## src/rtl/fetch_if.sv

```systemverilog
// Fetch unit bus: board controls, instruction memory link and decode handshake.
interface fetch_if #(
    parameter int unsigned PC_WIDTH    = 5,
    parameter int unsigned COUNT_WIDTH = 8
);
    logic                   step_button;
    logic                   run_mode;
    logic                   pc_load;
    logic [PC_WIDTH-1:0]    pc_load_addr;
    logic [31:0]            instruction_in;
    logic                   instr_ready;
    logic [PC_WIDTH-1:0]    pc_address;
    logic                   mem_enable;
    logic [31:0]            instr_out;
    logic [PC_WIDTH-1:0]    instr_pc;
    logic                   instr_valid;
    logic [COUNT_WIDTH-1:0] fetch_count;

    // Fetch unit side
    modport master (
        input  step_button, run_mode, pc_load, pc_load_addr, instruction_in, instr_ready,
        output pc_address, mem_enable, instr_out, instr_pc, instr_valid, fetch_count
    );

    // Board / memory / decode side
    modport slave (
        output step_button, run_mode, pc_load, pc_load_addr, instruction_in, instr_ready,
        input  pc_address, mem_enable, instr_out, instr_pc, instr_valid, fetch_count
    );
endinterface

```

## src/rtl/fetch_unit.sv

```systemverilog
// Instruction fetch: owns the PC, debounces the step button, fetches one word
// per FETCH cycle and offers it to decode over valid/ready.
module fetch_unit #(
    parameter int unsigned PC_WIDTH        = 5,
    parameter int unsigned DEBOUNCE_CYCLES = 16,
    parameter int unsigned COUNT_WIDTH     = 8
) (
    input  logic clk,
    input  logic rst_n,
    fetch_if.master bus
);

    localparam int unsigned DB_WIDTH = (DEBOUNCE_CYCLES > 2) ? $clog2(DEBOUNCE_CYCLES) : 1;
    localparam logic [DB_WIDTH-1:0] DB_LAST = DB_WIDTH'(DEBOUNCE_CYCLES - 1);

    typedef enum logic [1:0] {
        IDLE  = 2'd0,
        FETCH = 2'd1,
        HOLD  = 2'd2
    } state_t;

    logic [1:0]             sync_q;
    logic                   stable_q;
    logic [DB_WIDTH-1:0]    db_cnt_q;
    logic                   step_pulse_q;

    state_t                 state_q;
    state_t                 state_d;
    logic                   mem_enable_d;
    logic                   mem_enable_q;

    logic [PC_WIDTH-1:0]    pc_q;
    logic [31:0]            instr_out_q;
    logic [PC_WIDTH-1:0]    instr_pc_q;
    logic                   instr_valid_q;
    logic [COUNT_WIDTH-1:0] fetch_count_q;

    // Synchronize the raw button, then accept a level only after it holds steady
    always_ff @(posedge clk or negedge rst_n) begin
        if (!rst_n) begin
            sync_q       <= '0;
            stable_q     <= 1'b0;
            db_cnt_q     <= '0;
            step_pulse_q <= 1'b0;
        end else begin
            sync_q       <= {sync_q[0], bus.step_button};
            step_pulse_q <= 1'b0;
            if (sync_q[1] != stable_q) begin
                if (db_cnt_q == DB_LAST) begin
                    stable_q     <= sync_q[1];
                    db_cnt_q     <= '0;
                    step_pulse_q <= sync_q[1];
                end else begin
                    db_cnt_q <= db_cnt_q + DB_WIDTH'(1);
                end
            end else begin
                db_cnt_q <= '0;
            end
        end
    end

    // FSM state register; mem_enable is registered alongside so it tracks FETCH exactly
    always_ff @(posedge clk or negedge rst_n) begin
        if (!rst_n) begin
            state_q      <= IDLE;
            mem_enable_q <= 1'b0;
        end else begin
            state_q      <= state_d;
            mem_enable_q <= mem_enable_d;
        end
    end

    // Next-state logic; step pulses outside IDLE simply fall away
    always_comb begin
        state_d      = state_q;
        mem_enable_d = 1'b0;
        case (state_q)
            IDLE: begin
                if (bus.run_mode || step_pulse_q) begin
                    state_d = FETCH;
                end
            end
            FETCH: begin
                state_d = HOLD;
            end
            HOLD: begin
                if (bus.instr_ready) begin
                    state_d = bus.run_mode ? FETCH : IDLE;
                end
            end
            default: begin
                state_d = IDLE;
            end
        endcase
        mem_enable_d = (state_d == FETCH);
    end

    // PC update (a jump load beats the post-fetch increment) and instruction capture
    always_ff @(posedge clk or negedge rst_n) begin
        if (!rst_n) begin
            pc_q          <= '0;
            instr_out_q   <= '0;
            instr_pc_q    <= '0;
            instr_valid_q <= 1'b0;
            fetch_count_q <= '0;
        end else begin
            if (bus.pc_load) begin
                pc_q <= bus.pc_load_addr;
            end else if (state_q == FETCH) begin
                pc_q <= pc_q + PC_WIDTH'(1);
            end

            if (state_q == FETCH) begin
                instr_out_q   <= bus.instruction_in;
                instr_pc_q    <= pc_q;
                instr_valid_q <= 1'b1;
                fetch_count_q <= fetch_count_q + COUNT_WIDTH'(1);
            end else if ((state_q == HOLD) && bus.instr_ready) begin
                instr_valid_q <= 1'b0;
            end
        end
    end

    assign bus.pc_address  = pc_q;
    assign bus.mem_enable  = mem_enable_q;
    assign bus.instr_out   = instr_out_q;
    assign bus.instr_pc    = instr_pc_q;
    assign bus.instr_valid = instr_valid_q;
    assign bus.fetch_count = fetch_count_q;

endmodule
```

## src/flat_wrapper.sv

```systemverilog
// flat-port wrapper written by rule: the top's interface ports become plain ports
module fetch_unit_flat 
#(
    parameter int unsigned PC_WIDTH        = 5,
    parameter int unsigned DEBOUNCE_CYCLES = 16,
    parameter int unsigned COUNT_WIDTH     = 8
)
  (clk, rst_n, bus_step_button, bus_run_mode, bus_pc_load, bus_pc_load_addr, bus_instruction_in, bus_instr_ready, bus_pc_address, bus_mem_enable, bus_instr_out, bus_instr_pc, bus_instr_valid, bus_fetch_count);
  fetch_if #(.PC_WIDTH(PC_WIDTH), .COUNT_WIDTH(COUNT_WIDTH)) bus_i ();
  input  logic clk;
  input  logic rst_n;
  input wire logic [$bits(bus_i.step_button)-1:0] bus_step_button;
  input wire logic [$bits(bus_i.run_mode)-1:0] bus_run_mode;
  input wire logic [$bits(bus_i.pc_load)-1:0] bus_pc_load;
  input wire logic [$bits(bus_i.pc_load_addr)-1:0] bus_pc_load_addr;
  input wire logic [$bits(bus_i.instruction_in)-1:0] bus_instruction_in;
  input wire logic [$bits(bus_i.instr_ready)-1:0] bus_instr_ready;
  output wire logic [$bits(bus_i.pc_address)-1:0] bus_pc_address;
  output wire logic [$bits(bus_i.mem_enable)-1:0] bus_mem_enable;
  output wire logic [$bits(bus_i.instr_out)-1:0] bus_instr_out;
  output wire logic [$bits(bus_i.instr_pc)-1:0] bus_instr_pc;
  output wire logic [$bits(bus_i.instr_valid)-1:0] bus_instr_valid;
  output wire logic [$bits(bus_i.fetch_count)-1:0] bus_fetch_count;
  assign bus_i.step_button = bus_step_button;
  assign bus_i.run_mode = bus_run_mode;
  assign bus_i.pc_load = bus_pc_load;
  assign bus_i.pc_load_addr = bus_pc_load_addr;
  assign bus_i.instruction_in = bus_instruction_in;
  assign bus_i.instr_ready = bus_instr_ready;
  assign bus_pc_address = bus_i.pc_address;
  assign bus_mem_enable = bus_i.mem_enable;
  assign bus_instr_out = bus_i.instr_out;
  assign bus_instr_pc = bus_i.instr_pc;
  assign bus_instr_valid = bus_i.instr_valid;
  assign bus_fetch_count = bus_i.fetch_count;
  fetch_unit #(.PC_WIDTH(PC_WIDTH), .DEBOUNCE_CYCLES(DEBOUNCE_CYCLES), .COUNT_WIDTH(COUNT_WIDTH)) u_core (.clk(clk), .rst_n(rst_n), .bus(bus_i));
endmodule
```

## config.mk

```make
export PLATFORM = sky130hd
export DESIGN_NAME = fetch_unit_flat
export DESIGN_NICKNAME = d
export VERILOG_FILES = /design/src/rtl/fetch_if.sv /design/src/rtl/fetch_unit.sv /design/src/flat_wrapper.sv
export SDC_FILE = /design/constraint.sdc
export NUM_CORES = 1
export LEC_CHECK = 0
export CAP_MARGIN = 20
export CORE_MARGIN = 3
export CORE_UTILIZATION = 43
export DETAILED_ROUTE_END_ITERATION = 10
export PLACE_DENSITY = 0.79
export SLEW_MARGIN = 20
export SYNTH_ARGS = -nofsm -noshare
export SYNTH_HDL_FRONTEND = slang
export SYNTH_SLANG_ARGS = --single-unit
```

## constraint.sdc

```tcl
create_clock -name clk -period 1.6 [get_ports clk]
set_input_delay 0.24 -clock clk [delete_from_list [all_inputs] [get_ports clk]]
set_output_delay 0.24 -clock clk [all_outputs]
set_load 0.02 [all_outputs]
```

# ---- Yosys cells after proc, flatten, opt, wreduce, memory -nomap -nowiden
# Cells that the tools add are included.
dict set report word_totals {
  wordCells 37
  ff_bits 62
  output_inout_bits 52
}
dict set report classes {
  reduce_logical 6
  muxes 12
  n_eq_ne 5
  addsub 3
}
# operator count
set op_table {}
lappend op_table {{5-bit two-way mux} 2}
lappend op_table {{8-bit by 1-bit adder with 8-bit output (second input constant)} 1}
lappend op_table {{4-bit two-way mux} 2}
lappend op_table {{2-bit case mux with 3 select lines} 1}
lappend op_table {{5-bit by 1-bit adder with 5-bit output (second input constant)} 1}
lappend op_table {{1-bit two-way mux} 5}
lappend op_table {{4-bit by 1-bit adder with 4-bit output (second input constant)} 1}
lappend op_table {{2-bit by 1-bit equality test with 1-bit output (second input constant)} 2}
lappend op_table {{4-bit equality test (second input constant)} 1}
lappend op_table {{2-bit two-way mux} 2}
lappend op_table {{2-bit nonzero test} 2}
lappend op_table {{2-bit equality test (second input constant)} 1}
lappend op_table {{2-bit zero test} 1}
lappend op_table {{2-bit AND reduction} 1}
lappend op_table {{1-bit logical AND} 1}
lappend op_table {{1-bit logical OR} 1}
lappend op_table {{1-bit inequality test} 1}

# ---- Depth between registers and ports, before layout
dict set report logic_depth {
  word_depth 4
  depth_mapped 5
  ltp_nobuf 4
}

# ---- Worst setup path after synthesis
# No wires, ideal clock.
dict set report synth_path {
  kind {reg-to-reg}
  start {reg u_core.state_q[1]}
  end {reg u_core.fetch_count_q[4] (netlist: u_core.bus.fetch_count[4])}
  period_less_slack_ns 1.212
  path_stages_with_launch 5
  n_path_buf 1
  path_slack_ns 0.388
  required_time_ns 1.469
  arrival_time_ns 1.081
  cell_sequence {dfrtp_1 > and2b_1 > buf_4 > nand4_1 > xnor2_1}
}
dict set report synth_via {
  elab_chain_len 1
}
# element line_no
set synth_rtl {}
lappend synth_rtl {{start: declaration} fetch_unit.sv:27} ;# state_t state_q;
lappend synth_rtl {{start signal: assignment} fetch_unit.sv:68} ;# state_q <= state_d;
lappend synth_rtl {{2-bit by 1-bit equality test with 1-bit output} fetch_unit.sv:113} ;# if (state_q == FETCH) begin
lappend synth_rtl {{end signal: assignment} fetch_unit.sv:117} ;# fetch_count_q <= fetch_count_q + COUNT_WIDTH'(1);
lappend synth_rtl {{end: declaration} fetch_unit.sv:36} ;# logic [COUNT_WIDTH-1:0] fetch_count_q;
# No other way between the ends.
# A chain may end at the register's enable or synchronous reset.

# ---- Worst setup path after layout
dict set report layout_path {
  start {reg u_core.instr_out_q[12] (netlist: u_core.bus.instr_out[12])}
  end {out bus_instr_out[12]}
}
# element line_no
set layout_lines {}
lappend layout_lines {{start: declaration} fetch_unit.sv:33} ;# logic [31:0] instr_out_q;
lappend layout_lines {{start signal: assignment} fetch_unit.sv:114} ;# instr_out_q <= bus.instruction_in;
lappend layout_lines {{end: declaration} flat_wrapper.sv:20} ;# output wire logic [$bits(bus_i.instr_out)-1:0] bus_instr_out;
# No word-level cell between the ends.

==> out/results.txt <==
post-synthesis sequential area ratio -> 63.2%
total number of placement rows -> 26
critical path type -> flop to output pin
clock root buffer master -> sky130_fd_sc_hd__clkbuf_8
number of distinct standard cells referenced by the synthesized netlist -> 28
worst setup skew after layout -> 0.00608 ns
data arrival time of the worst path -> 1.31 ns
via count of the first global-routing pass -> 2001
largest area contributor in the synthesized netlist -> sky130_fd_sc_hd__dfrtp_1
Worst Setup SP -> u_core.bus.instr_out[12]
max-slew violation total from the final report -> 0
leakage power total -> 0.00186 µW
Top-Level Pins -> 95
DR vias -> 2019
number of input and output port buffers inserted -> 94
GRT Total Usage -> 18.4%
pin slew with the least headroom to its limit -> 0.356 ns
Clk Latency, worst-skew pair -> 0.33 ns
power density over cell area -> 1640 nW/µm²
outcome -> complete, no violations
clock buffer count from CTS -> 9
leftover overflow at the end of global routing -> 0
layout cell share with drive strength beyond 1 -> 6.72%
filler cell count -> 430
total half-perimeter wirelength after legalization and detailed placement -> 4.01 mm
number of nets still failing antenna checks after routing -> 0
antenna violations before repair -> 0
Setup crit start kind -> flop
CTS tree -> done
drt first-iter violations -> 90
per-instance average area after synthesis -> 9.82 µm²
number of nets in the synthesized netlist -> 296
shortest period the worst path allows -> 1.55 ns
number of antenna cells inserted -> 0
maximum net fanout on the critical path -> 2
FF-to-FF Start -> u_core.state_q[0]
highest ir drop seen on vdd -> 824 µV
drt total wl -> 5.59 mm
clock-pin slew reported for the worst setup and hold paths after clock tree synthesis -> 0.07 ns
design area -> 3730 µm²
number of optimization iterations in the first detailed-route pass -> 4
Max-slew headroom -> 76.2%
largest buffer count on any clock path -> 2
Post-Syn Instances -> 250
first-pass GRT wire length -> 9.34 mm
Worst Min Path Start -> bus_step_button
CTS H-tree lvls -> 3
number of clock sinks -> 62
Finish-stage setup viols -> 0
HP Class -> primary input to flop
Synth warnings -> 0
final weighted congestion in routability-driven placement -> 0.692
Top delay family on crit path -> buffers and inverters
P&R area growth vs syn -> 51.8%
pin count of the biggest net entering global routing -> 63
area share of the largest cell type after synthesis -> 63.2%
share of the clock period used by the worst path after layout -> 96.7%
crit path capture type -> output pin
unrepaired setup endpoints after global routing -> no
Starting Density -> 46.3%
max-cap viol count -> 0
post-synth design cell area -> 2450 µm²
area of placed instances -> 3490 µm²
area of the core -> 5300 µm²
die area -> 6650 µm²
DRC Markers -> 0
routed length per placed instance -> 13.1 µm
Req. time, crit path -> 1.36 ns
vias per cell -> 4.73
hold violation count in the final report -> 0
cell type of the slowest stage on the worst timing path -> sky130_fd_sc_hd__clkdlybuf4s50_1
dominant cells by area after synthesis -> sky130_fd_sc_hd__dfrtp_1 (63%), sky130_fd_sc_hd__nand2_1 (18%), sky130_fd_sc_hd__xnor2_1 (2.5%)
die height -> 81.6 µm
Achievable Freq -> 0.646 GHz
least setup slack across all paths after layout -> 0.0522 ns
setup bufs post-CTS -> 0
x dimension of the die -> 81.6 µm
highest cell delay on the worst timing path -> 0.62 ns
TNS Setup -> 0 ns
Buf+Inv Stages, Crit Path -> 1
critical path cell sequence -> clkdlybuf4s50_1
NumNets Final -> 399
number of synthesized register bits -> 62
worst slack at placement -> 0.233 ns
area by class of cell:
cell class | count | area, µm² | area share (%)
timing repair buffer | 102 | 1010 | 27.1
clock inverter | 3 | 67.6 | 1.81
tap | 70 | 87.6 | 2.35
sequential | 62 | 1550 | 41.6
clock buffer | 12 | 155 | 4.16
multi-input combinational | 174 | 840 | 22.5
inverter | 4 | 15.0 | 0.403
what timing repair did:
item | CTS | global route
gates resized for setup | 10 | 5
setup endpoints to repair | 10 | 5
hold buffers | 1 | 0
endpoints found under the hold margin | 62 | 0
synth_stat cells:
master	number
sky130_fd_sc_hd__o21ai_0	7
sky130_fd_sc_hd__inv_1	4
sky130_fd_sc_hd__nor3b_1	2
sky130_fd_sc_hd__mux2_2	1
sky130_fd_sc_hd__buf_1	2
sky130_fd_sc_hd__nor3_1	2
sky130_fd_sc_hd__ha_1	3
sky130_fd_sc_hd__nand3b_1	1
sky130_fd_sc_hd__and2b_1	1
sky130_fd_sc_hd__buf_4	2
sky130_fd_sc_hd__xor2_1	4
sky130_fd_sc_hd__nand4b_1	1
sky130_fd_sc_hd__and3_1	1
sky130_fd_sc_hd__a21o_1	1
sky130_fd_sc_hd__mux2i_1	1
sky130_fd_sc_hd__and3b_1	1
sky130_fd_sc_hd__a311o_1	2
sky130_fd_sc_hd__nor2_1	6
sky130_fd_sc_hd__nand2_1	115
sky130_fd_sc_hd__dfrtp_1	62
sky130_fd_sc_hd__clkbuf_1	1
sky130_fd_sc_hd__nor2b_1	2
sky130_fd_sc_hd__xnor2_1	7
sky130_fd_sc_hd__nand4_1	5
sky130_fd_sc_hd__a21oi_1	5
sky130_fd_sc_hd__nand2b_1	2
sky130_fd_sc_hd__buf_2	5
sky130_fd_sc_hd__nand3_1	4
cells in the final DEF (no fill, tap or decap), drive strengths merged, types with 2 or more instances in the layout:
cell           synthesis  final
bufinv                 0      2
buf                    9      8
nand4                  5      5
xnor2                  7      7
nor3                   2      2
a21oi                  5      5
o21ai                  7      7
nand2b                 2      2
clkbuf                 1     12
nor3b                  2      2
nand3                  4      4
a311o                  2      2
dfrtp                 62     62
inv                    4      4
nand2                115    115
dlygate4sd2            0     10
nor2                   6      6
xor2                   4      4
clkdlybuf4s50          0     78
ha                     3      3
nor2b                  2      2
dlymetal6s2s           0      5
cell families after synthesis:
| group | after synthesis | synth area share, % |
|---|---|---|
| compound gates | 15 | 3.57 |
| buf+inv | 14 | 2.70 |
| simple gates | 143 | 24.2 |
| fa+ha+maj | 3 | 1.53 |
| xor+xnor | 11 | 3.92 |
| flops | 62 | 63.2 |
| mux | 2 | 0.866 |
through the flow:
step	total power [µW]	instances	hold WS [ns]	util, %
after floorplan	3440	250	-0.0556	-
after global placement	4630	411	0.276	65.9
after detailed placement	4700	411	0.276	65.9
after CTS	6190	427	0.336	70.1
after global routing	6480	427	0.339	70.3
final	6110	427	0.358	70.3
state kept, by name, summed over array words and instances (netlist names):
name	cells
u_core.bus.instr_out	32
u_core.bus.fetch_count	8
u_core.bus.instr_pc	5
u_core.bus.pc_address	5
u_core.db_cnt_q	4
u_core.state_q	2
u_core.sync_q	2
u_core.bus.instr_valid	1
u_core.bus.mem_enable	1
u_core.stable_q	1
u_core.step_pulse_q	1
path summary, 6_finish.rpt:
| path | endpoint | slack (ns) | depth (start not counted) |
|---|---|---|---|
| worst max-delay path | bus_instr_out[12] | 0.05 | 1 |
| worst min-delay path | u_core.sync_q[0] | 0.36 | 1 |
| worst max register to register | u_core.bus.instr_out[11] | 0.25 | 4 |
| worst min register to register | u_core.sync_q[1] | 0.36 | 0 |
| max in group asynchronous | u_core.bus.instr_pc[4] | 0.88 | 3 |
| min in group asynchronous | u_core.bus.mem_enable | 0.44 | 3 |
metal layers:
| metal | up-vias | part of all wire, % | global-route usage (%) |
|---|---|---|---|
| met5 | - | 0 | 0 |
| met1 | 946 | 45 | 24.2 |
| met2 | 69 | 45 | 27.4 |
| met4 | 0 | 1.5 | 7.43 |
| met3 | 9 | 9.1 | 7.13 |
| li1 | 995 | - | - |
report_power, final:
| group | total (µW) | switching (µW) | internal [µW] |
|---|---|---|---|
| Sequential | 2350 | 318 | 2030 |
| Combinational | 2230 | 1170 | 1060 |
| Clock | 1530 | 576 | 955 |
| Total | 6110 | 2070 | 4040 |
Power figures use the tool's default switching activity.
